File: src/rtl/csr_access_unit.sv
// Execute-stage initiator for the CSR register-file port: one Zicsr instruction in flight,
// sequenced IDLE -> READ -> WRITE -> RESP. Optional illegal-access checking via CSR_ILLEGAL_CHK_EN.
`ifndef XLEN
`define XLEN 32
`endif

module csr_access_unit #(
    parameter int DW = `XLEN
) (
    input  logic          clk,
    input  logic          rst_n,
    // Request: a transfer happens on the rising edge where req_valid && req_ready.
    // Response: a transfer happens on the rising edge where rsp_valid && rsp_ready;
    // rsp_* stay stable while rsp_valid is high and rsp_ready is low.
    input  logic          req_valid,
    output logic          req_ready,
    input  logic [2:0]    req_funct3,
    input  logic [11:0]   req_csr_idx,
    input  logic [4:0]    req_rs1_idx,
    input  logic [DW-1:0] req_rs1_data,
    input  logic [4:0]    req_rd_idx,
    output logic          csr_rd_en,
    output logic          csr_wb_en,
    output logic [11:0]   csr_idx,
    output logic [DW-1:0] csr_wdata,
    input  logic [DW-1:0] csr_rdata,
    output logic          rsp_valid,
    input  logic          rsp_ready,
    output logic [4:0]    rsp_rd_idx,
    output logic          rsp_rd_we,
    output logic [DW-1:0] rsp_rdata,
    output logic          rsp_illegal,
    output logic [1:0]    dbg_state
);

    typedef enum logic [1:0] {
        ST_IDLE  = 2'd0,
        ST_READ  = 2'd1,
        ST_WRITE = 2'd2,
        ST_RESP  = 2'd3
    } state_e;

    state_e        state_q;
    logic [2:0]    funct3_q;
    logic [4:0]    rs1_idx_q;
    logic [DW-1:0] rs1_data_q;
    logic [4:0]    rd_idx_q;
    logic [DW-1:0] old_q;
    logic          illegal_q;
    logic          wb_allow_q;

    logic          req_ready_q;
    logic          csr_rd_en_q;
    logic          csr_wb_en_q;
    logic [11:0]   csr_idx_q;
    logic [DW-1:0] csr_wdata_q;
    logic          rsp_valid_q;
    logic [4:0]    rsp_rd_idx_q;
    logic          rsp_rd_we_q;
    logic [DW-1:0] rsp_rdata_q;
    logic          rsp_illegal_q;

    function automatic logic op_valid(input logic [2:0] f3);
        return f3[1:0] != 2'b00;
    endfunction

    function automatic logic is_rw(input logic [2:0] f3);
        return f3[1:0] == 2'b01;
    endfunction

    // Set/clear forms with rs1==0 (or uimm==0) must not write the CSR.
    function automatic logic write_needed(input logic [2:0] f3, input logic [4:0] rs1);
        return op_valid(f3) && (is_rw(f3) || (rs1 != 5'd0));
    endfunction

    // CSRRW/CSRRWI with rd==0 must not read the CSR (no read side effects).
    function automatic logic read_needed(input logic [2:0] f3, input logic [4:0] rd);
        return op_valid(f3) && !(is_rw(f3) && (rd == 5'd0));
    endfunction

    logic          illegal_d;
    logic          rd_allow_d;
    logic          wb_allow_d;
    logic [DW-1:0] old_d;
    logic [DW-1:0] src_d;
    logic [DW-1:0] wdata_d;

    always_comb begin
        illegal_d = 1'b0;
`ifdef CSR_ILLEGAL_CHK_EN
        illegal_d = !op_valid(req_funct3) ||
                    (write_needed(req_funct3, req_rs1_idx) && (req_csr_idx[11:10] == 2'b11));
`endif
        rd_allow_d = read_needed(req_funct3, req_rd_idx) && !illegal_d;
        wb_allow_d = write_needed(req_funct3, req_rs1_idx) && !illegal_d;
    end

    always_comb begin
        old_d = csr_rd_en_q ? csr_rdata : '0;
        src_d = funct3_q[2] ? DW'(rs1_idx_q) : rs1_data_q;
        case (funct3_q[1:0])
            2'b01:   wdata_d = src_d;
            2'b10:   wdata_d = old_d | src_d;
            2'b11:   wdata_d = old_d & ~src_d;
            default: wdata_d = '0;
        endcase
        if (!wb_allow_q) begin
            wdata_d = '0;
        end
    end

    always_ff @(posedge clk or negedge rst_n) begin
        if (!rst_n) begin
            state_q       <= ST_IDLE;
            funct3_q      <= '0;
            rs1_idx_q     <= '0;
            rs1_data_q    <= '0;
            rd_idx_q      <= '0;
            old_q         <= '0;
            illegal_q     <= 1'b0;
            wb_allow_q    <= 1'b0;
            req_ready_q   <= 1'b1;
            csr_rd_en_q   <= 1'b0;
            csr_wb_en_q   <= 1'b0;
            csr_idx_q     <= '0;
            csr_wdata_q   <= '0;
            rsp_valid_q   <= 1'b0;
            rsp_rd_idx_q  <= '0;
            rsp_rd_we_q   <= 1'b0;
            rsp_rdata_q   <= '0;
            rsp_illegal_q <= 1'b0;
        end else begin
            case (state_q)
                ST_IDLE: begin
                    if (req_valid) begin
                        state_q     <= ST_READ;
                        funct3_q    <= req_funct3;
                        rs1_idx_q   <= req_rs1_idx;
                        rs1_data_q  <= req_rs1_data;
                        rd_idx_q    <= req_rd_idx;
                        illegal_q   <= illegal_d;
                        wb_allow_q  <= wb_allow_d;
                        req_ready_q <= 1'b0;
                        csr_rd_en_q <= rd_allow_d;
                        csr_idx_q   <= req_csr_idx;
                    end
                end
                ST_READ: begin
                    state_q     <= ST_WRITE;
                    old_q       <= old_d;
                    csr_rd_en_q <= 1'b0;
                    csr_wb_en_q <= wb_allow_q;
                    csr_wdata_q <= wdata_d;
                end
                ST_WRITE: begin
                    state_q       <= ST_RESP;
                    csr_wb_en_q   <= 1'b0;
                    csr_wdata_q   <= '0;
                    csr_idx_q     <= '0;
                    rsp_valid_q   <= 1'b1;
                    rsp_rd_idx_q  <= rd_idx_q;
                    rsp_rd_we_q   <= (rd_idx_q != 5'd0) && op_valid(funct3_q) && !illegal_q;
                    rsp_rdata_q   <= old_q;
                    rsp_illegal_q <= illegal_q;
                end
                ST_RESP: begin
                    if (rsp_ready) begin
                        state_q       <= ST_IDLE;
                        req_ready_q   <= 1'b1;
                        rsp_valid_q   <= 1'b0;
                        rsp_rd_idx_q  <= '0;
                        rsp_rd_we_q   <= 1'b0;
                        rsp_rdata_q   <= '0;
                        rsp_illegal_q <= 1'b0;
                    end
                end
                default: begin
                    state_q <= ST_IDLE;
                end
            endcase
        end
    end

    assign req_ready   = req_ready_q;
    assign csr_rd_en   = csr_rd_en_q;
    assign csr_wb_en   = csr_wb_en_q;
    assign csr_idx     = csr_idx_q;
    assign csr_wdata   = csr_wdata_q;
    assign rsp_valid   = rsp_valid_q;
    assign rsp_rd_idx  = rsp_rd_idx_q;
    assign rsp_rd_we   = rsp_rd_we_q;
    assign rsp_rdata   = rsp_rdata_q;
    assign rsp_illegal = rsp_illegal_q;
    assign dbg_state   = state_q;

endmodule

File: config.mk
export PLATFORM = sky130hd
export DESIGN_NAME = csr_access_unit
export DESIGN_NICKNAME = d
export VERILOG_FILES = /design/src/rtl/csr_access_unit.sv
export SDC_FILE = /design/constraint.sdc
export NUM_CORES = 1
export LEC_CHECK = 0
export BUFFER_PORTS_ARGS = -buffer_cell sky130_fd_sc_hd__buf_4
export CORE_UTILIZATION = 25
export CTS_CLUSTER_DIAMETER = 200
export DETAILED_ROUTE_END_ITERATION = 10
export PLACE_DENSITY = 0.44
export RECOVER_POWER = 100
export SLEW_MARGIN = 10
export SYNTH_ARGS = -nofsm -noshare
export SYNTH_HDL_FRONTEND = slang
export SYNTH_SLANG_ARGS = --single-unit
File: constraint.sdc
create_clock -name clk -period 2.2 [get_ports clk]
set_input_delay 0.22 -clock clk [delete_from_list [all_inputs] [get_ports clk]]
set_output_delay 0.22 -clock clk [all_outputs]
set_load 0.005 [all_outputs]
==> impl_metrics.tcl, run 1 <==
set metrics [dict create \
    status "completed" \
    hp-class "input pin to flip-flop" \
    fin_nets 1015 \
    switching_share 0.388 \
    dp.cells 1244 \
    hold_viol 0 \
    synth_area_um2 7340 \
    power_frac_comb 0.397 \
    layoutNonFillerInstCount 1315 \
    cts_resized 0 \
    worstPathCellList "inv_1 > ha_1 > nor2b_1 > clkbuf_4 > a22o_1" \
    clockRootBuffer "clkbuf_16" \
    critPathArrivalTime_ns 2.30 \
    cts.sinks 166 \
    cp.required_ns 2.57 \
    path_class "flip-flop to flip-flop" \
    power_density_nw_per_um2 1370 \
    fp.dieW_um 173 \
    core.rowCount 62 \
    io_pins 182 \
    die_area_um2 30000 \
    rsz0062_at_grt "false" \
    drt-pass1-iter-count 4 \
    cts_tree "built" \
    crit_path_max_fanout 38 \
    critPathLaunchType "flip-flop" \
    avgSynthCellArea_um2 10.3 \
    finClkSkew_ns 0.0114 \
    start_util 0.255 \
    power.internal_uw 8390 \
    dp_hpwl_um 16100 \
    max_stage_delay_ns 0.54 \
    via_per_inst 4.43 \
    crit_slowest_cell "clkbuf_4" \
    drive_gt1_frac 0.248 \
    place_congestion 0.721 \
    fin_crit_ns 1.93 \
    synth-async-reset-ratio 1.00 \
    cts_inserted_buffers 17 \
    grt_pass1_vias 5968 \
    pwr-share-seq 0.390 \
    grt_pass1_wl_um 37000 \
    yosys.area.top_type "dfrtp_1" \
    finalMaxSlewViolations 0 \
    setup_violations 0 \
    antennaDiodeCount 0 \
    fillers 2966 \
    leakage_uw 0.00490 \
    finalSetupTns_ns 0 \
    p_sw_uw 5330 \
    drt_iter0_markers 297 \
    insertion_delay_ns 0.44 \
    preCtsSetupSlack_ns 0.439 \
    critPathTopFamily "buffers and inverters" \
    whs_ns 0.0116 \
    ys_top_cells_by_area "dfrtp_1 56%, nand2_1 7.6%, a22o_1 4.4%" \
    antenna_left 0 \
    finalCritPeriodShare 0.878 \
    vdd_drop_max_mv 0.535 \
    coreArea_um2 28800 \
    critPathCaptureType "flip-flop" \
    grt.total_usage 0.164 \
    slew_headroom 0.0872 \
    worst-path-buf-inv 2 \
    wl_per_cell_um 18.1 \
    grt_max_degree 52 \
    drc 0 \
    seq_area_frac_synth 0.566 \
    yosys_warnings 0 \
    synthDistinctLibCells 46 \
    p_clk_frac 0.213 \
    dieHeight_um 173 \
    drv_cap 0 \
    antenna_found_initial 0 \
    synth_edf_count 0 \
    grt-ovfl-total 0 \
    cts.clk_slew.worst_paths_ns 0.07 \
    syn-num-nets 806 \
    synth.top_cell.area_share 0.563 \
    synth_cells 709 \
    synth_ff_type "dfrtp_1" \
    setup_ws_ns 0.268 \
    area_growth_pct 36.0 \
    drt-total-wl_um 23800 \
    ff_latch_area_um2 4160 \
    fmax_mhz 518 \
    htreeDepth 4 \
    multi_input_area_um2 2640 \
    numPortBuffers 180 \
    vias 5819 \
    cts_buffer_depth 2 \
    synth-seq-cells 166 \
    tightest_slew_ns 1.37 \
]
==> sequential cells by signal, summed over array words and instances (netlist names), 2 cells and up <==
signal / count
old_q: 32
rs1_idx_q: 5
csr_wdata: 32
rd_idx_q: 5
rs1_data_q: 32
rsp_rdata: 32
dbg_state: 2
rsp_rd_idx: 5
csr_idx: 12
funct3_q: 3
==> metrics by stage <==
stage                     instance area [um^2]  power [uW]  utilization
final                                     9980       13700        0.347
after detailed placement                  9160       11200        0.318
after global placement                    9160       11200        0.318
after floorplan                           7340        8480            -
after global routing                      9980       14800        0.347
after CTS                                10100       14300        0.351
==> worst min-delay path, stage by stage <==
cell	delay, ns
buf_4	0.09
nand2_1	0.05
nand2_1	0.05
==> power by group through the flow <==
stage / logic, uW / registers [uW] / clock network, uW
after floorplan: 3360 / 5120 / 0
after global placement: 5740 / 5430 / 0
after detailed placement: 5810 / 5420 / 0
after CTS: 5870 / 5380 / 3000
after global routing: 6080 / 5530 / 3150
final: 5440 / 5350 / 2920
==> synth_stat cells, types with 2 or more instances <==
master,count
o21ai_0,43
and2b_1,5
buf_2,14
mux2i_1,28
inv_1,44
ha_1,4
nand2b_1,18
a32oi_1,9
and3_1,23
clkbuf_1,19
a21oi_1,14
o32ai_2,8
buf_4,13
nor2_1,6
nand2_1,149
a22o_1,37
nor3b_1,10
nand3_1,32
buf_6,5
dfrtp_1,165
o21ai_1,4
nor2b_1,10
buf_1,2
o2bb2ai_1,23
nor3_1,3
==> metal layers <==
layer,vias up,wire length (um),share of wire,track usage
met2,139,10700,0.45,0.249
met4,0,260,0.011,0.0420
met3,18,935,0.039,0.0353
met5,-,0,0,0
li1,2838,-,-,-
met1,2824,11900,0.50,0.235
==> worst paths after layout <==
kind                                   from        endpoint  slack (ns)  cells after the start
setup reg to reg               dbg_state[0]    rsp_rdata[1]        0.27                      5
hold reg to reg               rs1_data_q[0]   rs1_data_q[0]        0.47                      2
setup / recovery               dbg_state[0]    rsp_rdata[1]        0.27                      5
max in group asynchronous             rst_n   csr_wdata[31]        0.53                      3
hold / removal             req_rs1_data[30]  rs1_data_q[30]        0.01                      3
min in group asynchronous             rst_n       old_q[17]        0.64                      2
==> what timing repair did <==
item / 4_1_cts / 5_1_grt
hold endpoints to repair: 84 / 1
hold buffers: 38 / 1
buffers inserted: 0 / 0
==> layout make-up <==
class                           count  area share
Inverter                           46      0.0173
Timing Repair Buffer              244       0.197
Sequential cell                   166       0.416
Tap cell                          384      0.0482
Clock buffer                       21      0.0472
Multi-Input combinational cell    443       0.265
Clock inverter                     11     0.00915
==> layout by cell type (no fill, tap or decap), drive strengths merged, types with 3 or more instances in the layout <==
| master | Yosys | final |
|---|---|---|
| o21ai | 47 | 47 |
| a32oi | 9 | 9 |
| a22o | 37 | 37 |
| clkinv | 1 | 4 |
| o32ai | 9 | 9 |
| nand3 | 32 | 32 |
| nand2 | 150 | 150 |
| clkinvlp | 0 | 3 |
| ha | 4 | 4 |
| clkbuf | 20 | 113 |
| nor3b | 10 | 10 |
| and3 | 23 | 23 |
| nor2b | 11 | 11 |
| nor3 | 3 | 3 |
| dlygate4sd3 | 0 | 39 |
| a21oi | 15 | 15 |
| nor2 | 6 | 6 |
| mux2i | 28 | 28 |
| dfrtp | 165 | 165 |
| and2b | 5 | 5 |
| buf | 34 | 113 |
| inv | 45 | 50 |
| nand2b | 18 | 18 |
| o2bb2ai | 23 | 23 |
==> cell families after synthesis <==
| group | after synthesis | synth area share |
|---|---|---|
| simple gates | 263 | 0.169 |
| flops | 166 | 0.566 |
| compound gates | 146 | 0.152 |
| buf+inv | 100 | 0.0655 |
| mux | 28 | 0.0382 |
| fa+ha+maj | 4 | 0.00682 |
| other cells | 1 | 0.000511 |
| xor+xnor | 1 | 0.00119 |
Note: power is estimated with default switching activity, not from simulation.
==> run 2: changes to the inputs <==
--- a/config.mk
+++ b/config.mk
@@ -6,6 +6,7 @@
 export NUM_CORES = 1
 export LEC_CHECK = 0
 export BUFFER_PORTS_ARGS = -buffer_cell sky130_fd_sc_hd__buf_4
+export CORE_MARGIN = 2
 export CORE_UTILIZATION = 25
 export CTS_CLUSTER_DIAMETER = 200
 export DETAILED_ROUTE_END_ITERATION = 10
==> run 2 against run 1 <==
  * Non-clock buffer count grew 3
  * Largest power group unchanged
  * Combinational power is essentially flat
  * Critical path type unchanged
  * Largest cell class unchanged
  * Worst setup slack lost 0.0079 ns
  * Sequential share of layout area shrank 0.20 points
==> impl_metrics.tcl, run 2 (synthesis gave the netlist of run 1 again) <==
set metrics [dict create \
    tightest_slew_ns 0.972 \
    finClkSkew_ns 0.0166 \
    coreArea_um2 28800 \
    die_area_um2 30700 \
    numPortBuffers 180 \
    cts_resized 0 \
    critPathLaunchType "flip-flop" \
    ctsHoldBuffers 41 \
    clockRootBuffer "clkbuf_16" \
    slew_headroom 0.352 \
    status "completed" \
    whs_ns 0.0156 \
    hp-class "input pin to flip-flop" \
    drive_gt1_frac 0.244 \
    antenna_found_initial 1 \
    cts_inserted_buffers 17 \
    layout_common_cells "164 x dfrtp_1, 150 x nand2_1, 103 x buf_4, 71 x clkbuf_4, 47 x o21ai_0" \
    p_sw_uw 5260 \
    cts_buffer_depth 2 \
    fmax_mhz 516 \
    fin_crit_ns 1.94 \
    drt-total-wl_um 23800 \
    grt_pass1_wl_um 36700 \
    fin_nets 1018 \
    io_pins 182 \
    rsz0062_at_grt "false" \
    finalSetupTns_ns 0 \
    cts_tree "built" \
    path_class "flip-flop to flip-flop" \
    power.internal_uw 8610 \
    via_per_inst 4.42 \
    dieHeight_um 175 \
    power_frac_comb 0.394 \
    core.rowCount 62 \
    p_clk_frac 0.225 \
    grt.total_usage 0.159 \
    setup_violations 0 \
    finalCritPeriodShare 0.882 \
    area_growth_pct 36.7 \
    cts.sinks 166 \
    vias 5826 \
    antenna_left 0 \
    critPathArrivalTime_ns 2.23 \
    fp.dieW_um 175 \
    drv_cap 0 \
    drc 0 \
    grt-ovfl-total 0 \
    leakage_uw 0.00492 \
    cp.required_ns 2.49 \
    postCtsSetupBuffers 0 \
    critPathCaptureType "flip-flop" \
    wl_per_cell_um 18.0 \
    dp_hpwl_um 16400 \
    finalMaxSlewViolations 0 \
    cts.clk_slew.worst_paths_ns 0.07 \
    vdd_drop_max_mv 0.635 \
    start_util 0.255 \
    final_common_cell "dfrtp_1" \
    grt_max_degree 60 \
    fin_util 0.348 \
    hold_viol 0 \
    crit_path_max_fanout 14 \
    htreeDepth 4 \
    place_congestion 0.707 \
    power_density_nw_per_um2 1380 \
    drt-pass1-iter-count 4 \
    switching_share 0.379 \
    drt_iter0_markers 321 \
    pwr-share-seq 0.382 \
    grt_pass1_vias 5967 \
    fillers 2990 \
    insertion_delay_ns 0.43 \
]
run 2: cell count changes in the layout (fill, tap and decap cells not counted), sizes merged:
cell	before	now
dlygate4sd3	39	41
buf	113	109
clkinv	4	6
clkbuf	113	116
clkinvlp	3	2
bufinv	0	3
inv	50	47
diode	0	1
run 2: metal layers:
layer / wire length [um] / track usage / vias up
li1: - / - / 2853
met1: 11600 / 0.226 / 2825
met2: 10900 / 0.246 / 131
met3: 1010 / 0.0355 / 17
met4: 229 / 0.0354 / 0
met5: 0 / 0 / -
run 2: worst paths after layout:
kind / to / slack (ns) / from / cells past startpoint
setup / recovery: csr_wdata[17] / 0.26 / dbg_state[0] / 6
hold / removal: rs1_data_q[31] / 0.02 / req_rs1_data[31] / 3
setup reg to reg: csr_wdata[17] / 0.26 / dbg_state[0] / 6
hold reg to reg: rs1_data_q[3] / 0.47 / rs1_data_q[3] / 2
max in group asynchronous: csr_wdata[30] / 0.50 / rst_n / 3
min in group asynchronous: rs1_data_q[10] / 0.30 / rst_n / 2
run 2: cell type report:
cell class / count / area (um^2) / area share
well taps: 384 / 480 / 0.0479
clock inverters: 12 / 151 / 0.0151
inverters: 46 / 173 / 0.0172
flip-flops and latches: 166 / 4160 / 0.415
repair buffers: 247 / 1950 / 0.195
clock buffers: 19 / 443 / 0.0442
multi-input cells: 443 / 2670 / 0.266
diodes: 1 / 2.50 / 0.000250
run 2: critical path, cell delays in order (launching register included):
cell and delay, ns:
dfrtp_1 0.42, inv_1 0.08, ha_1 0.32, and3b_1 0.23, nand2_1 0.22, clkbuf_2 0.39
o2bb2ai_1 0.13
run 2: through the flow:
stage               worst slack [ns]  instance area (um^2)  total power (uW)  cells
floorplan                      0.632                  7340              8480    709
finish                         0.260                 10000             13900   1318
CTS                            0.309                 10200             14400   1317
detailed placement             0.340                  9170             11200   1245
global route                  0.0854                 10000             14900   1317
global placement               0.365                  9170             11100   1245
run 2: power groups by stage:
| stage | combinational (uW) | clock [uW] | sequential, uW |
|---|---|---|---|
| after floorplan | 3360 | 0 | 5120 |
| after global placement | 5770 | 0 | 5380 |
| after detailed placement | 5840 | 0 | 5360 |
| after CTS | 5900 | 3200 | 5330 |
| after global routing | 6120 | 3340 | 5490 |
| final | 5460 | 3120 | 5290 |
